### src/rtl/seq_divider_pkg.sv
// seq_divider_pkg: shared widths, FSM state encoding and most-negative helper for the divider
package seq_divider_pkg;
  localparam int WN_DEF = 16;
  localparam int WD_DEF = 8;
  typedef enum logic [1:0] {IDLE, CALC, FIX, DONE} state_t;
  // Bit pattern of -2^(w-1) for a w-bit signed value, zero-extended to 32 bits.
  function automatic logic [31:0] most_neg(input int w);
    return 32'd1 << (w - 1);
  endfunction
endpackage

### src/rtl/seq_divider_div_step.sv
// seq_divider_div_step: one combinational restoring-division step (shift in a bit, trial subtract)
//   pr      in   WD+1  partial remainder before the step
//   nbit    in   1     next dividend bit, MSB first
//   dmag    in   WD    divisor magnitude
//   pr_next out  WD+1  partial remainder after the step
//   qbit    out  1     quotient bit produced by the step
module seq_divider_div_step #(
  parameter int WD = 8
) (
  input  logic [WD:0]   pr,
  input  logic          nbit,
  input  logic [WD-1:0] dmag,
  output logic [WD:0]   pr_next,
  output logic          qbit
);
  logic [WD+1:0] sh;
  assign sh = {pr, nbit};
  assign qbit = sh >= (WD+2)'(dmag);
  // The restored value is always below dmag, so it fits back into WD+1 bits.
  assign pr_next = (WD+1)'(qbit ? sh - (WD+2)'(dmag) : sh);
endmodule

### src/rtl/seq_divider.sv
// seq_divider: sequential signed radix-2 restoring divider with valid/ready handshake
//   clk        in   1   clock
//   reset      in   1   asynchronous active-high reset
//   in_valid   in   1   operands presented
//   in_ready   out  1   idle, can accept
//   dividend   in   WN  signed dividend
//   divisor    in   WD  signed divisor
//   out_valid  out  1   result presented, held until taken
//   out_ready  in   1   consumer takes result
//   quotient   out  WN  signed quotient (truncated toward zero)
//   remainder  out  WD  signed remainder (sign of dividend)
//   div_zero   out  1   divisor was zero
//   ovf        out  1   quotient not representable (most-negative / -1)
module seq_divider
  import seq_divider_pkg::*;
#(
  parameter int WN = WN_DEF,
  parameter int WD = WD_DEF
) (
  input  logic          clk,
  input  logic          reset,
  input  logic          in_valid,
  output logic          in_ready,
  input  logic [WN-1:0] dividend,
  input  logic [WD-1:0] divisor,
  output logic          out_valid,
  input  logic          out_ready,
  output logic [WN-1:0] quotient,
  output logic [WD-1:0] remainder,
  output logic          div_zero,
  output logic          ovf
);
  localparam int CW = $clog2(WN);
  localparam logic [31:0] MN = most_neg(WN);
  state_t state;
  logic [CW-1:0] cnt;
  logic [WN-1:0] nq;
  logic [WD:0] pr, pr_next;
  logic [WD-1:0] dmag;
  logic neg_n, neg_q, qbit;
  // nq starts as the dividend magnitude; each step shifts its MSB out and a quotient bit in,
  // so after WN steps it holds the quotient magnitude.
  seq_divider_div_step #(.WD(WD)) u_step (
    .pr(pr),
    .nbit(nq[WN-1]),
    .dmag(dmag),
    .pr_next(pr_next),
    .qbit(qbit)
  );
  always_ff @(posedge clk or posedge reset)
    if (reset) begin
      state <= IDLE;
      cnt <= '0;
      nq <= '0;
      pr <= '0;
      dmag <= '0;
      neg_n <= 1'b0;
      neg_q <= 1'b0;
      in_ready <= 1'b1;
      out_valid <= 1'b0;
      quotient <= '0;
      remainder <= '0;
      div_zero <= 1'b0;
      ovf <= 1'b0;
    end else
      case (state)
        IDLE:
          if (in_valid) begin
            in_ready <= 1'b0;
            neg_n <= dividend[WN-1];
            neg_q <= dividend[WN-1] ^ divisor[WD-1];
            nq <= dividend[WN-1] ? -dividend : dividend;
            dmag <= divisor[WD-1] ? -divisor : divisor;
            pr <= '0;
            cnt <= CW'(WN - 1);
            if (divisor == '0) begin
              state <= DONE;
              out_valid <= 1'b1;
              div_zero <= 1'b1;
              ovf <= 1'b0;
              quotient <= '1;
              remainder <= '0;
            end else
              state <= CALC;
          end
        CALC: begin
          nq <= {nq[WN-2:0], qbit};
          pr <= pr_next;
          cnt <= cnt - 1'b1;
          if (cnt == '0) state <= FIX;
        end
        FIX: begin
          quotient <= neg_q ? -nq : nq;
          remainder <= neg_n ? -pr[WD-1:0] : pr[WD-1:0];
          // A positive quotient of magnitude 2^(WN-1) only arises from most-negative / -1.
          ovf <= !neg_q && nq == MN[WN-1:0];
          div_zero <= 1'b0;
          out_valid <= 1'b1;
          state <= DONE;
        end
        DONE:
          if (out_ready) begin
            out_valid <= 1'b0;
            in_ready <= 1'b1;
            state <= IDLE;
          end
      endcase
endmodule

### config.mk
export PLATFORM = sky130hd
export DESIGN_NAME = seq_divider
export DESIGN_NICKNAME = d
export VERILOG_FILES = /design/src/rtl/seq_divider_pkg.sv /design/src/rtl/seq_divider_div_step.sv /design/src/rtl/seq_divider.sv
export SDC_FILE = /design/constraint.sdc
export NUM_CORES = 1
export LEC_CHECK = 0
export ABC_AREA = 1
export BUFFER_PORTS_ARGS = -buffer_cell sky130_fd_sc_hd__buf_4
export CAP_MARGIN = 40
export CORE_ASPECT_RATIO = 2
export CORE_UTILIZATION = 35
export DETAILED_ROUTE_END_ITERATION = 6
export PLACE_DENSITY = 0.57
export RECOVER_POWER = 50
export SLEW_MARGIN = 20
export SYNTH_ARGS = -nofsm -noshare
export SYNTH_HDL_FRONTEND = slang
export SYNTH_SLANG_ARGS = --single-unit
### constraint.sdc
create_clock -name clk -period 3.2 [get_ports clk]
set_clock_uncertainty 0.15 [all_clocks]
set_input_delay 0.16 -clock clk [delete_from_list [all_inputs] [get_ports clk]]
set_output_delay 0.16 -clock clk [all_outputs]
set_load 0.005 [all_outputs]
==> flow_summary.toml <==
[setup_path]
critPathArrivalTime_ps = 2530
path_class = "in -> reg"
cp-start-kind = "input pin"
worstPathRequired_ps = 3270
cp-startpoint = "divisor[0]"
regToRegStartpoint = "state[0]$_DFFE_PP0P_"
cp_max_fo = 17
rrSetupSlack_ps = 770
cp-end-kind = "flop"

[detailed_routing]
vias_per_cell = 5.10
wl_per_cell_microns = 15.4
drc_errors = 0
vias = 4358
antenna_left = 0
first_iter_violations = 273
wl_mm = 13.2
dr.pass1.iters = 7

[power_and_ir_drop]
ir_worst_vdd_uv = 422
p_leak_uw = 0.00273
switching_power_uw = 2600
power.share.clock = 0.192
intPower_uw = 2990
power_density_nw_per_um2 = 1040
seqPwrFrac = 0.285
p_comb_frac = 0.523
p_sw_frac = 0.465

[floorplanning]
fp-row-count = 58
initial_utilization = 0.358
dieArea_sq_um = 13300
die_x_microns = 82.1
ios = 56
die_y_microns = 162
core_sq_um = 12600

[sta]
worst_slack_ps = 741
fin_tns_setup_ps = 0
min_period_over_period = 0.769
rsz0062_at_grt = "false"
finalMaxSlewViolations = 70
setup_viol = 0
tightest_slew_ps = 1800
whs_ps = 2.39
max_slew_margin = -0.201
hold_viol = 0
max_freq_ghz = 0.407
min_period_ps = 2460

[layout]
fillCellCount = 1309
fin_area_sq_um = 5380
finalNetCount = 746
syn2layout_area_growth_pct = 19.6
final_core_util = 0.428
drive_gt1_frac = 0.121
antennaDiodeCount = 0

[job]
maxCapViolations = 1

[logic_synthesis]
synthSimpleGateAreaFrac = 0.306
netlist_area_sq_um = 4500
async_flop_share = 1.00
synth.distinct_cells = 34
ys.flop_type = "dfrtp_1"
synth-adder-area-share = 0.0518
syn_avg_cell_area_sq_um = 6.97
synth_edf_count = 0
synth_top_family_by_area = "simple AND/OR/NAND/NOR gates"
synth_fp_nets = 691
yosysSeqAreaShare = 0.384
yosys_warnings = 0
synthCells = 645
yosys_register_bits = 69
synth_xor_area_frac = 0.0292
synthMuxAreaShare = 0
synth_compound_area_frac = 0.133

[clock_tree]
cts_setup_buffers = 0
cts_tree = "built"
clk_path_buf_depth = 2
path_clk_slew_ps = 60
clkSinkCount = 69
ctsHtreeMaxLevel = 3
numCtsBuffers = 9
clock_latency_ps = 340
clockRootBuffer = "clkbuf_16"

[global_route]
grt_max_degree = 70
grt_pass1_wl_mm = 21.9
gr-total-overflow = 0
antenna_found_initial = 0
grt_pass1_vias = 4490
track_usage = 0.220

[place]
place_ws_ps = 773
place.gp.congestion = 0.852
hpwl_mm = 10.3
io_buffer_count = 55
placed_area_sq_um = 5060

[hold_path]
hp-class = "in -> reg"
hp-start = "divisor[3]"

[status]
violations = "max-capacitance violations, max-slew violations"
status = "finished with violations"
-- stage by stage --
step,total power [uW],instances
floorplan,3630,645
global placement,4510,836
detailed placement,4560,836
CTS,5660,854
global route,6160,854
finish,5590,854
-- cell type report --
class | count | area (sq um) | share of cell area
tap | 150 | 188 | 0.0349
inverter | 91 | 342 | 0.0635
multi-input combinational | 466 | 2340 | 0.434
timing repair buffer | 63 | 470 | 0.0875
sequential | 69 | 1730 | 0.321
clock inverter | 6 | 88.8 | 0.0165
clock buffer | 9 | 225 | 0.0419
-- cell usage in the layout (no fill, tap or decap), types with 4 or more instances in the layout --
| cell | Yosys | final |
|---|---|---|
| buf_4 | 2 | 44 |
| o211ai_1 | 5 | 5 |
| nand2_1 | 170 | 170 |
| a21oi_1 | 29 | 29 |
| o21ai_1 | 8 | 8 |
| o21ai_0 | 42 | 42 |
| nor2_1 | 63 | 63 |
| a31oi_1 | 12 | 12 |
| nand4_1 | 10 | 10 |
| nor3_1 | 6 | 6 |
| nand3_1 | 68 | 68 |
| clkbuf_4 | 0 | 13 |
| ha_1 | 17 | 17 |
| xor2_1 | 10 | 10 |
| inv_1 | 88 | 88 |
| dfrtp_1 | 68 | 68 |
| xnor2_1 | 5 | 5 |
| nand2_2 | 4 | 4 |
| clkbuf_16 | 0 | 9 |
-- power groups by stage --
stage	sequential, uW	combinational [uW]	clock, uW
global placement	1590	2920	0
floorplan	1480	2150	0
CTS	1600	2970	1090
detailed placement	1610	2950	0
finish	1590	2920	1070
global route	1650	3380	1130
-- registers in the layout (all words and copies together) (netlist names) --
| name | flops |
|---|---|
| nq | 16 |
| quotient | 16 |
| pr | 9 |
| dmag | 8 |
| remainder | 8 |
| cnt | 4 |
| state | 2 |
| div_zero | 1 |
| in_ready | 1 |
| neg_n | 1 |
| neg_q | 1 |
| out_valid | 1 |
| ovf | 1 |
-- worst paths after layout --
kind | to | depth (start not counted)
hold reg to reg | in_ready$_DFFE_PP1P_ | 2
hold / removal | dmag[3]$_DFFE_PP0P_ | 3
max in group asynchronous | nq[9]$_DFFE_PP0P_ | 4
setup / recovery | quotient[11]$_DFFE_PP0P_ | 13
setup reg to reg | quotient[11]$_DFFE_PP0P_ | 11
min in group asynchronous | remainder[4]$_DFFE_PP0P_ | 4
-- Yosys cell counts, drive strengths merged, types with 7 or more instances --
cell	instances	area (sq um)
nand2	174	663
inv	91	342
dfrtp	68	1700
nand3	68	340
nor2	64	248
o21ai	50	250
a21oi	31	170
ha	17	213
a31oi	12	75.1
buf	12	63.8
nand4	10	62.6
xor2	10	87.6
clkbuf	7	26.3
nor3	7	40.0
-- per-layer routing --
metal	vias up	wire, microns	track usage
li1	2199	-	-
met3	34	411	0.0360
met4	0	476	0.0989
met2	92	7350	0.412
met1	2033	4940	0.226
met5	-	0	0
-- kinds of logic after synthesis --
family,Yosys count
AO/OA/AOI/OAI,107
XOR/XNOR,15
adder cells (fa/ha/maj),18
buffers and inverters,110
flip-flops,69
AND/OR/NAND/NOR,326
-- repair_timing --
item	4_1_cts	5_1_grt
endpoints found under the hold margin	70	0
hold buffers	3	0
gates resized for setup	0	0
-- critical path, cell delays in order --
cell and delay [ps]:
dlygate4sd3_1 540, buf_4 130, inv_1 100, ha_1 180, nand2_1 100, nor2_1 140, nand2_2 110, nand2_1 110
nand2_2 210, nor2_4 410, inv_2 160, nor2_1 140, nor2_1 40
(Power assumes the default switching activity.)
